**src/rtl/add_pkg.sv**
```systemverilog
// Shared constants for the pipelined adder/subtractor: operation encoding and
// default geometry.
package add_pkg;
    localparam logic OP_ADD     = 1'b0;
    localparam logic OP_SUB     = 1'b1;
    localparam int   DEF_WIDTH  = 16;
    localparam int   DEF_STAGES = 4;
endpackage

```
**src/rtl/add_chunk.sv**
```systemverilog
// Combinational CW-bit ripple slice: {co, s} = a + b + ci.
module add_chunk #(
    parameter int CW = 4
) (
    input  logic [CW-1:0] a,
    input  logic [CW-1:0] b,
    input  logic          ci,
    output logic [CW-1:0] s,
    output logic          co
);
    assign {co, s} = {1'b0, a} + {1'b0, b} + {{CW{1'b0}}, ci};
endmodule

```
**src/rtl/pipe_add_sub.sv**
```systemverilog
// Pipelined add/subtract: the carry chain is cut into STAGES chunks of CW bits.
// Optional flag logic (ovf, zero) is built only with PIPE_ADD_SUB_FLAGS_EN defined.
module pipe_add_sub
    import add_pkg::*;
#(
    parameter int WIDTH  = DEF_WIDTH,
    parameter int STAGES = DEF_STAGES
) (
    input  logic             clk,
    input  logic             rst_n,
    input  logic             in_valid,
    output logic             in_ready,
    input  logic [WIDTH-1:0] a,
    input  logic [WIDTH-1:0] b,
    input  logic             sub,
    input  logic             cin,
    output logic             out_valid,
    input  logic             out_ready,
    output logic [WIDTH-1:0] sum,
    output logic             cout,
    output logic             ovf,
    output logic             zero
);
    localparam int CW = WIDTH / STAGES;

    // Single global advance: every stage moves together or the whole pipe holds.
    logic adv;
    assign adv      = !out_valid || out_ready;
    assign in_ready = adv;

    for (genvar k = 0; k < STAGES; k++) begin : g_stg
        // Stage k sees only the operand bits not yet consumed (width IW) and
        // accumulates finished sum bits below its own chunk in dn.
        localparam int IW = WIDTH - k * CW;

        logic [IW-1:0]       in_a;
        logic [IW-1:0]       in_b;
        logic                in_c;
        logic                in_v;
        logic [CW-1:0]       ch_s;
        logic                ch_c;
        logic [(k+1)*CW-1:0] dn;

        if (k == 0) begin : g_src
            assign in_a = a;
            assign in_b = (sub == OP_SUB) ? ~b : b;
            assign in_c = (sub == OP_SUB) ? 1'b1 : cin;
            assign in_v = in_valid;
            assign dn   = ch_s;
        end else begin : g_src
            assign in_a = g_stg[k-1].g_nxt.a_p;
            assign in_b = g_stg[k-1].g_nxt.b_p;
            assign in_c = g_stg[k-1].g_nxt.c_p;
            assign in_v = g_stg[k-1].g_nxt.vld_p;
            assign dn   = {ch_s, g_stg[k-1].g_nxt.s_p};
        end

        add_chunk #(.CW(CW)) u_chunk (
            .a  (in_a[CW-1:0]),
            .b  (in_b[CW-1:0]),
            .ci (in_c),
            .s  (ch_s),
            .co (ch_c)
        );

        if (k < STAGES - 1) begin : g_nxt
            // ---- stage k -> k+1 boundary ----
            logic [IW-CW-1:0]    a_p;
            logic [IW-CW-1:0]    b_p;
            logic [(k+1)*CW-1:0] s_p;
            logic                c_p;
            logic                vld_p;

            always_ff @(posedge clk) begin
                if (adv) begin
                    a_p <= in_a[IW-1:CW];
                    b_p <= in_b[IW-1:CW];
                    s_p <= dn;
                    c_p <= ch_c;
                end
            end

            always_ff @(posedge clk or negedge rst_n) begin
                if (!rst_n) begin
                    vld_p <= 1'b0;
                end else if (adv) begin
                    vld_p <= in_v;
                end
            end
        end else begin : g_out
            // ---- final stage -> output register boundary ----
            always_ff @(posedge clk or negedge rst_n) begin
                if (!rst_n) begin
                    out_valid <= 1'b0;
                    sum       <= '0;
                    cout      <= 1'b0;
                end else if (adv) begin
                    out_valid <= in_v;
                    sum       <= dn;
                    cout      <= ch_c;
                end
            end

`ifdef PIPE_ADD_SUB_FLAGS_EN
            // Carry into the MSB is recovered from the MSB sum bit and its operands.
            logic msb_ci;
            assign msb_ci = ch_s[CW-1] ^ in_a[CW-1] ^ in_b[CW-1];

            always_ff @(posedge clk or negedge rst_n) begin
                if (!rst_n) begin
                    ovf  <= 1'b0;
                    zero <= 1'b0;
                end else if (adv) begin
                    ovf  <= msb_ci ^ ch_c;
                    zero <= (dn == '0);
                end
            end
`endif
        end
    end

`ifndef PIPE_ADD_SUB_FLAGS_EN
    assign ovf  = 1'b0;
    assign zero = 1'b0;
`endif
endmodule
```
**config.mk**
```make
export PLATFORM = sky130hd
export DESIGN_NAME = pipe_add_sub
export DESIGN_NICKNAME = d
export VERILOG_FILES = /design/src/rtl/add_pkg.sv /design/src/rtl/add_chunk.sv /design/src/rtl/pipe_add_sub.sv
export SDC_FILE = /design/constraint.sdc
export NUM_CORES = 1
export LEC_CHECK = 0
export ABC_AREA = 1
export BUFFER_PORTS_ARGS = -buffer_cell sky130_fd_sc_hd__buf_2
export CORE_MARGIN = 2
export CORE_UTILIZATION = 56
export DETAILED_ROUTE_END_ITERATION = 16
export PLACE_DENSITY_LB_ADDON = 0.3
export SYNTH_ARGS = -nofsm -noshare
export SYNTH_HDL_FRONTEND = slang
export SYNTH_HIERARCHICAL = 1
export SYNTH_SLANG_ARGS = --single-unit
```
**constraint.sdc**
```tcl
create_clock -name clk -period 2.4 [get_ports clk]
set_input_delay 0.12 -clock clk [delete_from_list [all_inputs] [get_ports clk]]
set_output_delay 0.12 -clock clk [all_outputs]
set_load 0.01 [all_outputs]
```
# Word-level counts from Yosys, hierarchy flattened
# Index checks and enable logic that the tools add are counted.
# word_totals
regBits,96
output_inout_bits,21
word_cells,31
input_bits,38
# op_classes
n_bitwise,1
n_reduce_logical,2
add_sub_neg,8
mux,2
# ops
op,count
4-bit by 4-bit adder with 5-bit output,4
5-bit by 1-bit adder with 5-bit output,4
16-bit 2-to-1 mux,1
16-bit inverter,1
1-bit logical NOT,1
1-bit logical OR,1
1-bit 2-to-1 mux,1

# Logic depth before layout (Yosys ltp)
# depth
depth_word,4
ltp_mapped,7

# Modules after synthesis
# The synthesis kept the hierarchy.
# modules_own_cells
module,area_each_um2,cells_each,n_inst
pipe_add_sub,3271.9,188,1
add_chunk,165.2,25,4

# Least setup slack after synthesis
# OpenSTA, ideal clock, no wires.
# synth_path
kind,register to register
from,register out_valid
to,register g_stg[0].g_nxt.a_p[0] (enable)
path_stages_with_launch,3
arrival_time_ns,1.549
setup_ns,0.404
setup_slack_ns,0.447
path_cell_list,dfrtp_1 nand2_2 buf_2
# synth_between
elab_chain_cells,2
# synth_rtl
item,line,rtl
start: declaration,pipe_add_sub.sv:17,"output logic out_valid,"
start signal: assignment,pipe_add_sub.sv:98,out_valid <= in_v;
1-bit logical NOT,pipe_add_sub.sv:28,assign adv = !out_valid || out_ready;
1-bit logical OR,pipe_add_sub.sv:28,
named net in_ready,pipe_add_sub.sv:12,"output logic in_ready,"
end signal: assignment,pipe_add_sub.sv:76,a_p <= in_a[IW-1:CW];
end: declaration,pipe_add_sub.sv:68,logic [IW-CW-1:0] a_p;
# The timed path passes the listed nets, and every way through them passes these cells.
# A chain may end at the register's enable or synchronous reset.

# Final worst setup path
# layout_path
from,register out_valid
to,output port in_ready
# layout_between
elab_chain_cells,2
# layout_rtl
item,line
1-bit logical NOT,pipe_add_sub.sv:28
1-bit logical OR,pipe_add_sub.sv:28
end: declaration,pipe_add_sub.sv:12
# Every way passes these cells.

==> results.ini <==
[pwr]
p_leak_nw=2.103
vdd_ir_drop_max_mv=0.4335
power_per_cell_area_nw_per_um2=1144

[route]
first_pass_drt_iterations=4
final_antenna_net_count=0
route.detailed.wl_per_inst_um=12.06
detail_route.wirelength_mm=5.607
routed-via-count=2209
post_drt_via_cell_ratio=4.751
drtIter0Drc=100
route.detailed.drc=0

[clock_tree]
clock_insertion_delay_worst_skew_ns=0.34
cts_post_setup_buffers_inserted=0
cts_made_buffers=9
clock_sinks=96
clk_pin_slew_worst_paths_ns=0.08
cts-htree-levels=3
buffer_depth_of_the_longest_clock_path=2
tritoncts=built
ctsRootBufferMaster=sky130_fd_sc_hd__clkbuf_8

[synth]
yosysWarnings=6
synth.yosys.seq_area_share=0.7063
synth_commonest_cells=75 x sky130_fd_sc_hd__edfxtp_1, 61 x sky130_fd_sc_hd__nand2_1, 32 x sky130_fd_sc_hd__nand3_1
ys_async_sr_fraction=0.2188
seq_cells_post_synth=96
synth_top_area_cell=sky130_fd_sc_hd__edfxtp_1
yosys.area.top_type_share=0.5727
post_synth_num_cell_types=19
edff_count_synth=75
post_synth_instance_area_um2=3933
synth.most_common_cell=sky130_fd_sc_hd__edfxtp_1
mapped_avg_cell_area_um2=13.65
synth_area_leaders=sky130_fd_sc_hd__edfxtp_1 57%, sky130_fd_sc_hd__dfrtp_1 13%, sky130_fd_sc_hd__nand2_1 5.8%, sky130_fd_sc_hd__fa_1 4.1%, sky130_fd_sc_hd__nand3_1 4.1%
synthCells=288
most_frequently_used_flop_master_after_synthesis=sky130_fd_sc_hd__edfxtp_1

[die]
std_cell_rows=30
core-area_um2=6794
io_pins=59
die_y_um=87.80
floorplan.initialDensity=0.5788
fp.dieArea_um2=7709
die_w_um=87.80

[outcome]
run_status=complete, no violations

[hold_path]
hold_start=b[6]
holdPathEnd=g_stg[0].g_nxt.b_p[2]
hold_path_class=in -> reg
hold_path_depth=2

[placement]
pre_cts_worst_setup_slack_ns=0.5195
gpl.final_weighted_congestion=0.7590
buffer_ports.inserted=56
detailed_place_hpwl_mm=3.708

[sta]
finalSetupViolCount=0
max_clock_freq_ghz=0.5768
setup_ws_ns=0.6664
timing_max_transition_violations_final=0
clock_skew_ns=0.008526
finalWorstPathRequiredPeriod_ns=1.734
grt_setup_unrepaired=no
final_min_period_over_clock_period=0.7223
hold_slack_ns=0.07155
fin_setup_tns_ns=0
report.final.hold_viol_count=0

[grt]
grt_max_degree=40
wire_length_of_the_first_global_routing_pass_mm=9.411
grt_overflow=0
number_of_global_route_vias_before_repair=2164
antenna_violations_before_repair=0
global_route.usage.total=0.1642

[setup_path]
cp.arrival_ns=1.61
critical_path.reg2reg.endpoint=g_stg[1].g_nxt.c_p
worst-endpoint-required_ns=2.28
endpoint_kind=output pin
setup.worst_path.start_class=flip-flop
timing.critical_path.fanout_max=39
rrSetupSlack_ns=0.79
critical_path.reg2reg.startpoint=g_stg[0].g_nxt.a_p[0]
path_class=reg -> out
reg2reg_depth=4

[job]
max-cap-violations=0

[final_layout]
drive_gt1_frac=0.2060
diodes=0
area.growth.synth_to_final_pct=18.52
final_core_util=0.6860
num-nets-final=422
layout.filler_cells=496

metal layers:
layer	vias up	wire, um	track usage
li1	1113	-	-
met1	1017	2464	0.2008
met2	70	2749	0.2769
met3	9	283	0.03770
met4	0	109	0.07972
met5	-	0	0
cell families (layout without fill, tap and decap cells):
logic type	Yosys count	in the layout	synth area share
other	1	2	0.0009536
buffers and inverters	40	120	0.04804
AOI/OAI and AO/OA	12	12	0.01527
and+or+nand+nor	99	99	0.1059
xor gates and xnor gates	20	20	0.04454
DFF	96	96	0.7063
adders and majority gates	20	20	0.07890
state kept, by name, summed over array words and instances (netlist names):
signal,count
sum,16
out_valid,1
g_stg.g_nxt.a_p,24
g_stg.g_nxt.s_p,24
g_stg.g_nxt.c_p,3
cout,1
g_stg.g_nxt.b_p,24
g_stg.g_nxt.vld_p,3
cells in the final DEF (no fill, tap or decap), drive strengths merged:
master	Yosys	final
edfxtp	75	75
nand2	62	62
buf	10	60
nand3	32	32
inv	30	31
dfrtp	21	21
xor2	16	16
dlygate4sd3	0	14
clkbuf	0	13
ha	12	12
a21oi	8	8
fa	8	8
o21ai	4	4
nor2	4	4
xnor2	4	4
conb	1	2
or2	1	1
clkinv	0	1
bufinv	0	1
critical path, stage by stage (launching register included):
cell and delay [ns]:
sky130_fd_sc_hd__dfrtp_1 0.42, sky130_fd_sc_hd__nand2_4 0.39, sky130_fd_sc_hd__buf_12 0.27, sky130_fd_sc_hd__buf_2 0.16
stage by stage:
step	cells	area, um^2	total power, mW
6_report	465	4661	5.334
4_1_cts	465	4661	5.387
2_1_floorplan	289	3936	3.819
3_5_place_dp	435	4320	4.322
5_1_grt	465	4661	5.716
3_3_place_gp	435	4320	4.228
cell type report:
cell class	count	area, um^2	area share
Clock inverter	3	41.29	0.008859
Sequential cell	96	2778	0.5960
Multi-Input combinational cell	153	974.7	0.2091
Inverter	30	112.6	0.02416
Clock buffer	13	158.9	0.03409
Tap cell	96	120.1	0.02577
Timing Repair Buffer	74	475.5	0.1020
where the power goes:
part	switching [mW]	leakage, nW	total (mW)	internal (mW)
logic	0.882	0.982	1.48	0.600
registers	0.230	1.02	2.81	2.58
clock network	0.498	0.104	1.04	0.539
total	1.61	2.10	5.33	3.72
worst max path at each step:
stage                     cells past startpoint  slack [ns]      start               endpoint
after floorplan                               2        0.45  out_valid  g_stg[0].g_nxt.a_p[0]
final                                         3        0.67  out_valid               in_ready
after CTS                                     3        0.63  out_valid               in_ready
after global routing                          3        0.55  out_valid               in_ready
after global placement                        6        0.60        sub  g_stg[0].g_nxt.s_p[2]
after detailed placement                      6        0.52        sub  g_stg[0].g_nxt.s_p[2]
timing repair:
item / 4_1_cts / 5_1_grt
hold buffers: 14 / 0
endpoints found under the hold margin: 34 / 0
resized for setup: 0 / 0
(Power assumes the default switching activity.)
